$ cat src/rtl/lcd_pkg.sv
// Shared types and constants for the HD44780 LCD write controller.
package lcd_pkg;

    typedef enum logic [2:0] {
        ST_PWRUP = 3'd0,
        ST_INIT  = 3'd1,
        ST_SETUP = 3'd2,
        ST_ENH   = 3'd3,
        ST_HOLD  = 3'd4,
        ST_WAIT  = 3'd5,
        ST_IDLE  = 3'd6
    } lcd_state_e;

    localparam int LCD_ON_BIT  = 31;
    localparam int LCD_REQ_BIT = 10;
    localparam int LCD_RS_BIT  = 9;

    localparam int LCD_INIT_LEN = 4;
    // 8-bit/2-line, display on, clear, entry mode increment
    localparam logic [7:0] LCD_INIT_ROM [LCD_INIT_LEN] = '{8'h38, 8'h0C, 8'h01, 8'h06};

    localparam logic [7:0] LCD_CMD_CLEAR    = 8'h01;
    localparam logic [7:0] LCD_CMD_HOME     = 8'h02;
    localparam logic [7:0] LCD_CMD_HOME_ALT = 8'h03;

    // Clear and return-home need the long post-write wait
    function automatic logic is_long_cmd(input logic rs, input logic [7:0] dat);
        return !rs && (dat >= LCD_CMD_CLEAR) && (dat <= LCD_CMD_HOME_ALT);
    endfunction

    function automatic int unsigned phase_len(input int unsigned n);
        return (n == 0) ? 1 : n;
    endfunction

endpackage

$ cat src/rtl/lcd_timer.sv
// Loadable down-counter shared by all timed phases; done while the count reads zero.
// Load takes effect on the next edge; the count holds at zero once reached.
module lcd_timer #(
    parameter int CNT_W = 8
) (
    input  logic             clk,
    input  logic             rst_n,
    input  logic             load,
    input  logic [CNT_W-1:0] load_val,
    output logic             done
);

    logic [CNT_W-1:0] cnt;

    always_ff @(posedge clk or negedge rst_n) begin
        if (!rst_n) begin
            cnt <= '0;
        end else if (load) begin
            cnt <= load_val;
        end else if (cnt != '0) begin
            cnt <= cnt - 1'b1;
        end
    end

    assign done = (cnt == '0);

endmodule

$ cat src/rtl/lcd_ctrl.sv
// Turns toggle-handshake writes of the io_lcd word into timed HD44780 8-bit write cycles.
// One request accepted per IDLE cycle; busy_o/ack_o let software poll. LCD_INIT_EN adds the power-on init ROM.
module lcd_ctrl
    import lcd_pkg::*;
#(
    parameter int unsigned PWRUP_CYC    = 750000,
    parameter int unsigned SETUP_CYC    = 4,
    parameter int unsigned EN_CYC       = 12,
    parameter int unsigned HOLD_CYC     = 4,
    parameter int unsigned CMD_WAIT_CYC = 2000,
    parameter int unsigned CLR_WAIT_CYC = 80000
) (
    input  logic        clk_i,
    input  logic        rst_ni,
    input  logic [31:0] io_lcd_i,
    output logic [7:0]  lcd_data_o,
    output logic        lcd_rs_o,
    output logic        lcd_rw_o,
    output logic        lcd_en_o,
    output logic        lcd_on_o,
    output logic        lcd_blon_o,
    output logic        busy_o,
    output logic        ack_o
);

    localparam int unsigned PWRUP_LEN = phase_len(PWRUP_CYC);
    localparam int unsigned SETUP_LEN = phase_len(SETUP_CYC);
    localparam int unsigned EN_LEN    = phase_len(EN_CYC);
    localparam int unsigned HOLD_LEN  = phase_len(HOLD_CYC);
    localparam int unsigned CMD_LEN   = phase_len(CMD_WAIT_CYC);
    localparam int unsigned CLR_LEN   = phase_len(CLR_WAIT_CYC);

    localparam int unsigned MAX_A   = (PWRUP_LEN > SETUP_LEN) ? PWRUP_LEN : SETUP_LEN;
    localparam int unsigned MAX_B   = (EN_LEN > HOLD_LEN) ? EN_LEN : HOLD_LEN;
    localparam int unsigned MAX_C   = (CMD_LEN > CLR_LEN) ? CMD_LEN : CLR_LEN;
    localparam int unsigned MAX_AB  = (MAX_A > MAX_B) ? MAX_A : MAX_B;
    localparam int unsigned MAX_LEN = (MAX_AB > MAX_C) ? MAX_AB : MAX_C;
    localparam int          CNT_W   = $clog2(MAX_LEN + 1);

    localparam logic [CNT_W-1:0] SETUP_LD = CNT_W'(SETUP_LEN - 1);
    localparam logic [CNT_W-1:0] EN_LD    = CNT_W'(EN_LEN - 1);
    localparam logic [CNT_W-1:0] HOLD_LD  = CNT_W'(HOLD_LEN - 1);
    localparam logic [CNT_W-1:0] CMD_LD   = CNT_W'(CMD_LEN - 1);
    localparam logic [CNT_W-1:0] CLR_LD   = CNT_W'(CLR_LEN - 1);
    // The counter comes out of reset at 0, so the first PWRUP cycle itself arms it
    localparam logic [CNT_W-1:0] PWRUP_LD = CNT_W'((PWRUP_LEN > 1) ? PWRUP_LEN - 2 : 0);

`ifdef LCD_INIT_EN
    localparam lcd_state_e PWRUP_NEXT = ST_INIT;
`else
    localparam lcd_state_e PWRUP_NEXT = ST_IDLE;
`endif

    lcd_state_e       state, state_nxt;
    logic             armed;
    logic             ack;
    logic             rs_q;
    logic [7:0]       data_q;
    logic             en_q;
    logic             on_q;
    logic             pending;
    logic             accept;
    logic             rom_load;
    logic             tmr_load;
    logic [CNT_W-1:0] tmr_val;
    logic             tmr_done;
    logic             unused_bits;

`ifdef LCD_INIT_EN
    logic [2:0]       rom_idx;
    logic             in_init;
    logic             rom_end;

    assign rom_end = (rom_idx == 3'(LCD_INIT_LEN));
`endif

    assign pending     = io_lcd_i[LCD_REQ_BIT] ^ ack;
    assign unused_bits = ^{io_lcd_i[30:11], io_lcd_i[8]};

    lcd_timer #(
        .CNT_W(CNT_W)
    ) u_timer (
        .clk     (clk_i),
        .rst_n   (rst_ni),
        .load    (tmr_load),
        .load_val(tmr_val),
        .done    (tmr_done)
    );

    always_comb begin
        state_nxt = state;
        tmr_load  = 1'b0;
        tmr_val   = '0;
        accept    = 1'b0;
        rom_load  = 1'b0;
        case (state)
            ST_PWRUP: begin
                if (!armed) begin
                    if (PWRUP_LEN == 1) begin
                        state_nxt = PWRUP_NEXT;
                    end else begin
                        tmr_load = 1'b1;
                        tmr_val  = PWRUP_LD;
                    end
                end else if (tmr_done) begin
                    state_nxt = PWRUP_NEXT;
                end
            end
`ifdef LCD_INIT_EN
            ST_INIT: begin
                if (rom_end) begin
                    state_nxt = ST_IDLE;
                end else begin
                    rom_load  = 1'b1;
                    state_nxt = ST_SETUP;
                    tmr_load  = 1'b1;
                    tmr_val   = SETUP_LD;
                end
            end
`endif
            ST_SETUP: begin
                if (tmr_done) begin
                    state_nxt = ST_ENH;
                    tmr_load  = 1'b1;
                    tmr_val   = EN_LD;
                end
            end
            ST_ENH: begin
                if (tmr_done) begin
                    state_nxt = ST_HOLD;
                    tmr_load  = 1'b1;
                    tmr_val   = HOLD_LD;
                end
            end
            ST_HOLD: begin
                if (tmr_done) begin
                    state_nxt = ST_WAIT;
                    tmr_load  = 1'b1;
                    tmr_val   = is_long_cmd(rs_q, data_q) ? CLR_LD : CMD_LD;
                end
            end
            ST_WAIT: begin
                if (tmr_done) begin
`ifdef LCD_INIT_EN
                    state_nxt = in_init ? ST_INIT : ST_IDLE;
`else
                    state_nxt = ST_IDLE;
`endif
                end
            end
            ST_IDLE: begin
                if (pending) begin
                    accept    = 1'b1;
                    state_nxt = ST_SETUP;
                    tmr_load  = 1'b1;
                    tmr_val   = SETUP_LD;
                end
            end
            default: begin
                state_nxt = ST_IDLE;
            end
        endcase
    end

    always_ff @(posedge clk_i or negedge rst_ni) begin
        if (!rst_ni) begin
            state  <= ST_PWRUP;
            armed  <= 1'b0;
            ack    <= 1'b0;
            rs_q   <= 1'b0;
            data_q <= 8'h00;
            en_q   <= 1'b0;
            on_q   <= 1'b0;
        end else begin
            state <= state_nxt;
            armed <= 1'b1;
            en_q  <= (state_nxt == ST_ENH);
            on_q  <= io_lcd_i[LCD_ON_BIT];
            if (accept) begin
                rs_q   <= io_lcd_i[LCD_RS_BIT];
                data_q <= io_lcd_i[7:0];
                ack    <= io_lcd_i[LCD_REQ_BIT];
            end
`ifdef LCD_INIT_EN
            if (rom_load) begin
                rs_q   <= 1'b0;
                data_q <= LCD_INIT_ROM[rom_idx[1:0]];
            end
`endif
        end
    end

`ifdef LCD_INIT_EN
    always_ff @(posedge clk_i or negedge rst_ni) begin
        if (!rst_ni) begin
            rom_idx <= 3'd0;
            in_init <= 1'b1;
        end else begin
            if (rom_load) begin
                rom_idx <= rom_idx + 3'd1;
            end
            if (state == ST_INIT && rom_end) begin
                in_init <= 1'b0;
            end
        end
    end
`endif

    assign lcd_data_o = data_q;
    assign lcd_rs_o   = rs_q;
    assign lcd_rw_o   = 1'b0;
    assign lcd_en_o   = en_q;
    assign lcd_on_o   = on_q;
    assign lcd_blon_o = on_q;
    assign busy_o     = (state != ST_IDLE) || pending;
    assign ack_o      = ack;

endmodule

$ cat config.mk
export PLATFORM = sky130hd
export DESIGN_NAME = lcd_ctrl
export DESIGN_NICKNAME = d
export VERILOG_FILES = /design/src/rtl/lcd_pkg.sv /design/src/rtl/lcd_timer.sv /design/src/rtl/lcd_ctrl.sv
export SDC_FILE = /design/constraint.sdc
export NUM_CORES = 1
export LEC_CHECK = 0
export BUFFER_PORTS_ARGS = -buffer_cell sky130_fd_sc_hd__buf_2
export CELL_PAD_IN_SITES_DETAIL_PLACEMENT = 1
export CELL_PAD_IN_SITES_GLOBAL_PLACEMENT = 2
export CORE_AREA = 5 5 81 83
export CTS_BUF_LIST = sky130_fd_sc_hd__clkbuf_8
export DETAILED_ROUTE_END_ITERATION = 10
export DIE_AREA = 0 0 86 88
export PLACE_DENSITY = 0.91
export SLEW_MARGIN = 20
export SYNTH_ARGS = -nofsm -noshare
export SYNTH_HDL_FRONTEND = slang
export SYNTH_SLANG_ARGS = --single-unit
$ cat constraint.sdc
create_clock -name clk_i -period 3.1 [get_ports clk_i]
set_input_delay 0.62 -clock clk_i [delete_from_list [all_inputs] [get_ports clk_i]]
set_output_delay 0.62 -clock clk_i [all_outputs]
set_load 0.005 [all_outputs]
==> results of run 1 <==
final cells by class:
cell class | count | area [um2] | share of cell area
multi-input combinational | 159 | 1021 | 0.4464
sequential | 36 | 900.9 | 0.3939
inverter | 4 | 15.01 | 0.006565
clock inverter | 3 | 42.54 | 0.01860
tap | 75 | 93.84 | 0.04103
clock buffer | 5 | 68.82 | 0.03009
timing repair buffer | 28 | 145.1 | 0.06346
synthesized netlist by cell type (2+ instances only):
library cell | number | area, um2
sky130_fd_sc_hd__nor4_2 | 2 | 25.02
sky130_fd_sc_hd__buf_4 | 3 | 22.52
sky130_fd_sc_hd__nand4b_1 | 3 | 26.28
sky130_fd_sc_hd__o31ai_1 | 3 | 22.52
sky130_fd_sc_hd__nor3_1 | 2 | 10.01
sky130_fd_sc_hd__o311ai_0 | 2 | 17.52
sky130_fd_sc_hd__o21ai_0 | 7 | 35.03
sky130_fd_sc_hd__dfrtp_1 | 36 | 900.9
sky130_fd_sc_hd__nor4_4 | 2 | 42.54
sky130_fd_sc_hd__nand2_1 | 42 | 157.7
sky130_fd_sc_hd__inv_1 | 4 | 15.01
sky130_fd_sc_hd__o211ai_1 | 10 | 75.07
sky130_fd_sc_hd__nor2_1 | 12 | 45.04
sky130_fd_sc_hd__o221a_2 | 2 | 22.52
sky130_fd_sc_hd__nor3b_1 | 2 | 15.01
sky130_fd_sc_hd__xor2_1 | 9 | 78.83
sky130_fd_sc_hd__or3_1 | 5 | 31.28
sky130_fd_sc_hd__and3_1 | 2 | 12.51
sky130_fd_sc_hd__clkbuf_1 | 8 | 30.03
sky130_fd_sc_hd__mux2i_1 | 2 | 20.02
sky130_fd_sc_hd__buf_6 | 2 | 22.52
sky130_fd_sc_hd__a21oi_1 | 5 | 25.02
sky130_fd_sc_hd__xnor2_1 | 6 | 52.55
sky130_fd_sc_hd__nand3b_1 | 2 | 15.01
sky130_fd_sc_hd__or4_1 | 2 | 15.01
sky130_fd_sc_hd__conb_1 | 2 | 7.510
sky130_fd_sc_hd__nor4_1 | 4 | 25.02
sky130_fd_sc_hd__nand3_1 | 5 | 25.02
sky130_fd_sc_hd__nand4_1 | 6 | 37.54
power by group through the flow:
stage               clock network [mW]  logic, mW  registers (mW)
detailed placement                   0     0.0705           0.511
CTS                              0.434     0.0711           0.502
floorplan                            0     0.0375           0.508
global placement                     0     0.0679           0.510
finish                           0.426     0.0685           0.502
global route                     0.459     0.0789           0.504
final timing paths:
| kind | from | endpoint | slack (ns) | cells after the start |
|---|---|---|---|---|
| min in group clk_i | io_lcd_i[31] | lcd_blon_o$_DFF_PN0_ | 0.42 | 1 |
| max in group asynchronous | rst_ni | lcd_data_o[7]$_DFFE_PN0P_ | 2.15 | 1 |
| setup reg to reg | state[1]$_DFF_PN0_ | u_timer.cnt[13]$_DFFE_PN0P_ | 0.87 | 4 |
| hold reg to reg | lcd_data_o[3]$_DFFE_PN0P_ | lcd_data_o[3]$_DFFE_PN0P_ | 0.51 | 2 |
| hold / removal | rst_ni | lcd_en_o$_DFF_PN0_ | 0.42 | 1 |
| setup / recovery | state[1]$_DFF_PN0_ | u_timer.cnt[13]$_DFFE_PN0P_ | 0.87 | 4 |
state kept, by name, summed over array words and instances, names as in the netlist:
name	flops
lcd_en_o	1
lcd_data_o	8
ack_o	1
lcd_blon_o	1
u_timer.cnt	20
lcd_rs_o	1
state	3
armed	1
routing by layer:
layer | up-vias | part of all wire | GRT usage
met5 | - | 0 | 0
met3 | 7 | 0.035 | 0.03104
met1 | 857 | 0.45 | 0.1936
met4 | 0 | 0.017 | 0.05612
li1 | 809 | - | -
met2 | 32 | 0.50 | 0.2733
worst max-delay path, cell delays in order, from the launching register on:
cell and delay [ns]:
sky130_fd_sc_hd__dfrtp_1 0.52, sky130_fd_sc_hd__or4_1 0.88, sky130_fd_sc_hd__a21boi_1 0.30, sky130_fd_sc_hd__o21ai_2 0.20, sky130_fd_sc_hd__o211ai_1 0.17
logic make-up (layout without fill, tap and decap cells):
logic type | count (synthesis) | count (layout) | synth area share
muxes | 2 | 2 | 0.009926
and+or+nand+nor | 98 | 98 | 0.2692
other | 2 | 2 | 0.003723
DFF | 36 | 36 | 0.4466
AOI/OAI and AO/OA | 41 | 41 | 0.1520
xor gates and xnor gates | 15 | 15 | 0.06514
adders and majority gates | 1 | 1 | 0.006202
buffers and inverters | 18 | 40 | 0.04714
placed cells by master (no fill, tap or decap), types with 3 or more instances in the layout:
| cell type | n |
|---|---|
| sky130_fd_sc_hd__dfrtp_1 | 36 |
| sky130_fd_sc_hd__o211ai_1 | 10 |
| sky130_fd_sc_hd__or3_1 | 5 |
| sky130_fd_sc_hd__clkbuf_8 | 5 |
| sky130_fd_sc_hd__nor2_1 | 12 |
| sky130_fd_sc_hd__nand2_1 | 42 |
| sky130_fd_sc_hd__o31ai_1 | 3 |
| sky130_fd_sc_hd__nand3_1 | 5 |
| sky130_fd_sc_hd__buf_2 | 26 |
| sky130_fd_sc_hd__inv_1 | 4 |
| sky130_fd_sc_hd__xor2_1 | 9 |
| sky130_fd_sc_hd__nand4_1 | 6 |
| sky130_fd_sc_hd__nand4b_1 | 3 |
| sky130_fd_sc_hd__o21ai_0 | 7 |
| sky130_fd_sc_hd__a21oi_1 | 5 |
| sky130_fd_sc_hd__nor4_1 | 4 |
| sky130_fd_sc_hd__xnor2_1 | 6 |
==> impl_results.md, run 1 <==
* Clock slew seen by the registers of the worst setup and hold paths at 0.08 ns
* WS Path Type: reg2reg
* Final std cell area, no fill at 2287 um2
* Count of final setup violators at 0
* Standby leakage power at 0.9464 nW
* Net Count, Synth at 248
* Pin slew with the least headroom to its limit at 1.075 ns
* Vias in the first global route at 1823
* Row Count at 28
* Ratio of final minimum period to clock period at 0.7196
* Fin Hold WS at 0.4188 ns
* Number of maximum-capacitance constraint violations at 0
* Placed Cells at 302
* Time the final worst path needs with I/O delays and setup at about 2.2 ns
* Routed via count divided by cell count at 5.500
* DRC violations left at 0
* Peak supply drop at between 150 and 200 uV
* Congestion Overflow GR at 0
* Detailed-route via count at 1705
* Cell Pwr Density at 435.4 nW/um2
* Number of hold buffers added after cts at 0
* Worst hold path type: in2async
* Worst slack, placed at 0.8519 ns
* Part of the Yosys area used for sequential elements at 0.4467
* CP Launch Type: flop
* Post-route core utilization at 0.3957
* First DRT Iteration DRCs at slightly below 100
* Detailed Place HPWL at approximately 3700 um
* Post CTS Setup Buffer Count at 0
* Antenna diode count at 0
* Proportion of layout cells with a drive suffix above 1 at 0.2000
* Die width at roughly 86 um
* TritonCTS buffer count at 5
* Num Clock Sinks at 36
* Effective utilization at floorplan at 0.3489
* Fraction of registers with async set or reset after synthesis at 1.000
* Placed cell areas at about 2200 um2
* CP Capture Type: flop
* Number of nets in the layout at 269
* Worst-Skew Late Latency at about 0.30 ns
* Hold Fails Final Rpt at 0
* CTS tree: yes
* Largest buffer count on any clock path at 2
* Combinational fraction of design power at 0.069
* Count of final max-slew check failures at 0
* Crit path max fanout at 15
* Floorplan die height at 88 um
* Wire length per cell at 17.30 um
* Number of iterations in the first detailed-routing pass at 4
* Relative max-transition margin at 0.2808
* Final WS setup at just under 0.9 ns
* # IOs at 49
* Leading register cell type out of synthesis: sky130_fd_sc_hd__dfrtp_1
* Count of input and output buffers at 26
* Largest clock skew in the final design at between 0.01 and 0.015 ns
* Post-CTS Resized at 0
* Routed Antenna Nets at 0
* Warning count from the yosys run at 0
* Switching share of power at 0.2450
* Unrepaired setup endpoints after global routing: false
* Seq pwr share at 0.504
* Antenna violations before repair at 0
* Cell count after synthesis at 213
* Net load switching power at 0.2440 mW
* Number of H-tree levels at 2
* Area growth from synthesis to layout at 13.40%
* Global-route usage over all layers at 0.1571
* Cell area after synthesis at 2017 um2
* Worst path arrival time at 2.38 ns
* Number of enable flip-flop cells after synthesis at 0
* Run status: finished clean
* Req. time, crit path at 3.25 ns
* Number of distinct standard cells referenced by the synthesized netlist at 50
* Wire length of the first global-routing pass at just over 9000 um
* Clock group share of total power at 0.427
* Internal Dissipation at ~0.75 mW
* Pin count of the biggest net entering global routing at 37
* Count of fill cells added during filler insertion at 700
* Master cell of the clock root buffer: sky130_fd_sc_hd__clkbuf_8
* Syn avg cell area at ~9.5 um2
* Last weighted congestion value of the routability-driven placer at roughly 0.8
* Overall Power at between 0.9 and 1 mW
* Total of flip-flops plus latches after synthesis at 36
* Die area at 7568 um2
* Core Footprint at 5781 um2
* Total wire length after detailed routing at 5363 um
* Count of non-filler cells in the finished layout at 310
* Achievable clock frequency at ~0.45 GHz
* Accumulated negative setup slack at 0 ns
(Power assumes the default switching activity.)
==> inputs of run 2 (changes only) <==
--- a/config.mk
+++ b/config.mk
@@ -5,14 +5,15 @@
 export SDC_FILE = /design/constraint.sdc
 export NUM_CORES = 1
 export LEC_CHECK = 0
+export ABC_AREA = 1
 export BUFFER_PORTS_ARGS = -buffer_cell sky130_fd_sc_hd__buf_2
 export CELL_PAD_IN_SITES_DETAIL_PLACEMENT = 1
 export CELL_PAD_IN_SITES_GLOBAL_PLACEMENT = 2
-export CORE_AREA = 5 5 81 83
+export CORE_AREA = 5 5 93 95
 export CTS_BUF_LIST = sky130_fd_sc_hd__clkbuf_8
 export DETAILED_ROUTE_END_ITERATION = 10
-export DIE_AREA = 0 0 86 88
-export PLACE_DENSITY = 0.91
+export DIE_AREA = 0 0 98 100
+export PLACE_DENSITY = 0.82
 export SLEW_MARGIN = 20
 export SYNTH_ARGS = -nofsm -noshare
 export SYNTH_HDL_FRONTEND = slang
==> constraint.sdc (replaced) <==
create_clock -name clk_i -period 1.97 [get_ports clk_i]
set_input_delay 0.394 -clock clk_i [delete_from_list [all_inputs] [get_ports clk_i]]
set_output_delay 0.394 -clock clk_i [all_outputs]
set_load 0.005 [all_outputs]
==> run 2 against run 1 <==
Against the previous run: wire length decreased by 2.4%; combinational power decreased by 54%; critical path depth increased by 6; cell count increased by 35%; count of clock-buffer cells in the layout increased by 1; worst setup slack got worse by 0.74 ns; via count increased by 6.6%; clock skew decreased by 0.0052 ns; sequential power increased by 48%; synthesized cell count increased by 30%; largest cell class unchanged.
==> impl_results.md, run 2 <==
* CTS tree: yes
* Worst path arrival time at 2.06 ns (-0.32 ns)
* Achievable clock frequency at 0.5422 GHz (+21%)
* Ratio of final minimum period to clock period at 0.9362 (+0.2166)
* Die area at 9800 um2 (+29%)
* Worst slack, placed at 0.08414 ns (-0.7677 ns)
* Number of nets in the layout at 349 (+30%)
* Pin count of the biggest net entering global routing at 37 (unchanged)
* Final WS setup at 0.1257 ns (-0.7436 ns)
* First DRT Iteration DRCs at 44 (-56%)
* Core Footprint at 7647 um2 (+32%)
* Cell Pwr Density at 515.2 nW/um2 (+18%)
* Number of H-tree levels at 2 (unchanged)
* Req. time, crit path at 2.18 ns (-1.07 ns)
* Share of the synthesized area in the top cell type at 0.4143 (-0.03238)
* CP Capture Type: flop
* Run status: finished clean
* Area growth from synthesis to layout at 18.24%
* Warning count from the yosys run at 0 (unchanged)
* DRC violations left at 0 (unchanged)
* Vias in the first global route at 1984 (+8.8%)
* Time the final worst path needs with I/O delays and setup at 1.844 ns (-0.3864 ns)
* Leading cell types by total area after synthesis: sky130_fd_sc_hd__dfrtp_1 41%, sky130_fd_sc_hd__nand2_1 12%, sky130_fd_sc_hd__nor2_1 7.2%
* Number of maximum-capacitance constraint violations at 0 (unchanged)
* Clock slew seen by the registers of the worst setup and hold paths at 0.07 ns (about the same)
* Count of input and output buffers at 26 (unchanged)
* Antenna violations before repair at 0 (unchanged)
* Last weighted congestion value of the routability-driven placer at 0.7608 (-4.7%)
* Part of the Yosys area used for sequential elements at 0.4143 (-0.03238)
* Congestion Overflow GR at 0 (unchanged)
* Global-route usage over all layers at 0.1140 (-0.04318)
* WS Path Type: reg2reg
* Flip-flop count of the largest register after layout at 20 (unchanged)
* # IOs at 49 (unchanged)
* Num Clock Sinks at 36 (unchanged)
* Total wire length after detailed routing at 5236 um (-2.4%)
* Number of iterations in the first detailed-routing pass at 4 (unchanged)
* Wire length per cell at 12.56 um (-27%)
* Wire length of the first global-routing pass at 9232 um (-0.44%)
* Net Count, Synth at 312 (+26%)
* Clock group share of total power at 0.416 (-0.011)
* Syn avg cell area at 7.850 um2 (-17%)
* Worst-Skew Late Latency at 0.29 ns (about the same)
* Switching share of power at 0.2217 (-0.02329)
* Floorplan die height at 100 um (+14%)
* Count of final setup violators at 0 (unchanged)
* Routed Antenna Nets at 0 (unchanged)
* Peak supply drop at 216.8 uV (+14%)
* Total of flip-flops plus latches after synthesis at 36 (unchanged)
* Top cell type by total area after synthesis: sky130_fd_sc_hd__dfrtp_1
* Largest buffer count on any clock path at 2 (unchanged)
* Proportion of layout cells with a drive suffix above 1 at 0.2857 (+0.08571)
* Number of distinct standard cells referenced by the synthesized netlist at 33 (-34%)
* Count of final max-slew check failures at 0 (unchanged)
* Leading register cell type out of synthesis: sky130_fd_sc_hd__dfrtp_1
* Row Count at 32 (+14%)
* Seq pwr share at 0.560 (+0.056)
* Overall Power at 1.325 mW (+33%)
* Number of hold buffers added after cts at 0 (unchanged)
* Worst hold path type: in2async
* Largest register by flop count: u_timer.cnt
* Detailed Place HPWL at 4040 um (+7.8%)
* Master cell of the clock root buffer: sky130_fd_sc_hd__clkbuf_8
* Combinational fraction of design power at 0.024 (-0.045)
* Standby leakage power at 1.409 nW (+49%)
* Leading cell type in the layout, fill and taps excluded: sky130_fd_sc_hd__nand2_1
* Commonest non-fill, non-tap cells in the layout: 72 x sky130_fd_sc_hd__nand2_1, 41 x sky130_fd_sc_hd__nor2_1, 36 x sky130_fd_sc_hd__dfrtp_1
* Top post-synthesis cells by count: 72 x sky130_fd_sc_hd__nand2_1, 42 x sky130_fd_sc_hd__nor2_1, 36 x sky130_fd_sc_hd__dfrtp_1, 22 x sky130_fd_sc_hd__inv_1, 14 x sky130_fd_sc_hd__nor2_2
* Hold Fails Final Rpt at 0 (unchanged)
* Cell count after synthesis at 277 (+30%)
* Cell area after synthesis at 2175 um2 (+7.8%)
* Number of enable flip-flop cells after synthesis at 0 (unchanged)
* Crit path max fanout at 14 (-1)
* Effective utilization at floorplan at 0.2844 (-0.06456)
* Fraction of registers with async set or reset after synthesis at 1.000 (unchanged)
* Worst R2R Setup Slack at 0.13 ns (-0.74 ns)
* Die width at 98 um (+14%)
* TritonCTS buffer count at 5 (unchanged)
* Internal Dissipation at 1.031 mW (+37%)
* Most frequent cell after synthesis: sky130_fd_sc_hd__nand2_1
* Detailed-route via count at 1817 (+6.6%)
* CP Launch Type: flop
* Largest clock skew in the final design at 0.005381 ns (-0.005249 ns)
* Net load switching power at 0.2937 mW (+20%)
* Antenna diode count at 0 (unchanged)
* Routed via count divided by cell count at 4.357 (-21%)
* Accumulated negative setup slack at 0 ns (unchanged)
==> run 2: cell count changes in the layout (fill, tap and decap cells not counted), sizes merged, moves of 10 or more <==
cell    change
o211ai     -10
nand3      +12
nor2       +50
inv        +26
nand2      +38
==> run 2: cell families after synthesis <==
kind of cell	Yosys count	synth area share
and+or+nand+nor	171	0.4005
buffers and inverters	36	0.07249
DFF	36	0.4143
AOI/OAI and AO/OA	18	0.05121
xor gates and xnor gates	13	0.05236
other	2	0.003454
adders and majority gates	1	0.005753
==> run 2: worst max-delay path: stages, from the launching register on <==
cell,delay (ns)
sky130_fd_sc_hd__dfrtp_1,0.39
sky130_fd_sc_hd__inv_1,0.08
sky130_fd_sc_hd__ha_1,0.21
sky130_fd_sc_hd__nand2_4,0.09
sky130_fd_sc_hd__nor2_8,0.19
sky130_fd_sc_hd__buf_4,0.18
sky130_fd_sc_hd__nand4_2,0.12
sky130_fd_sc_hd__nand2_4,0.16
sky130_fd_sc_hd__nor2_4,0.07
sky130_fd_sc_hd__buf_12,0.15
sky130_fd_sc_hd__a21oi_1,0.12
==> run 2: layer usage <==
layer / share of wire / global-route usage / vias up
met4: 0.0097 / 0.02556 / 0
met5: 0 / 0 / -
met2: 0.49 / 0.1979 / 27
met1: 0.47 / 0.1462 / 854
li1: - / - / 930
met3: 0.027 / 0.02363 / 6
==> run 2: metrics by stage <==
step / cells / util / hold slack, ns / cell area [um2]
6_report: 417 / 0.3362 / 0.1513 / 2571
5_1_grt: 417 / 0.3362 / 0.1820 / 2571
4_1_cts: 416 / 0.3326 / 0.1611 / 2544
3_5_place_dp: 408 / 0.3205 / 0.4797 / 2451
3_3_place_gp: 408 / 0.3205 / 0.4729 / 2451
2_1_floorplan: 277 / - / 0.09841 / 2175
==> run 2: area by class of cell <==
class | count | area, um2
sequential | 36 | 900.9
timing repair buffer | 35 | 210.2
inverter | 31 | 116.4
tap | 102 | 127.6
multi-input combinational | 205 | 1124
fill | 953 | 5076
clock buffer | 6 | 82.58
clock inverter | 2 | 10.01
==> run 2: timing repair <==
action                                  4_1_cts  5_1_grt
endpoints found under the setup margin        0       16
setup buffers                                 0        1
gates resized for setup                       0        2
==> run 2: path summary, 6_finish.rpt <==
| check | start | endpoint | cells after the start |
|---|---|---|---|
| setup / recovery | u_timer.cnt[0]$_DFFE_PN0P_ | u_timer.cnt[4]$_DFFE_PN0P_ | 10 |
| hold / removal | rst_ni | lcd_data_o[5]$_DFFE_PN0P_ | 2 |
| setup reg to reg | u_timer.cnt[0]$_DFFE_PN0P_ | u_timer.cnt[4]$_DFFE_PN0P_ | 10 |
| hold reg to reg | lcd_data_o[3]$_DFFE_PN0P_ | lcd_data_o[3]$_DFFE_PN0P_ | 2 |
| max in group asynchronous | rst_ni | u_timer.cnt[17]$_DFFE_PN0P_ | 2 |
| min in group clk_i | io_lcd_i[31] | lcd_blon_o$_DFF_PN0_ | 1 |
==> run 2: power groups by stage <==
stage	Sequential, mW	Combinational [mW]	Clock [mW]
2_1_floorplan	0.756	0.00466	0
3_3_place_gp	0.756	0.0331	0
3_5_place_dp	0.756	0.0333	0
4_1_cts	0.741	0.0334	0.573
5_1_grt	0.742	0.0374	0.606
6_report	0.742	0.0315	0.552
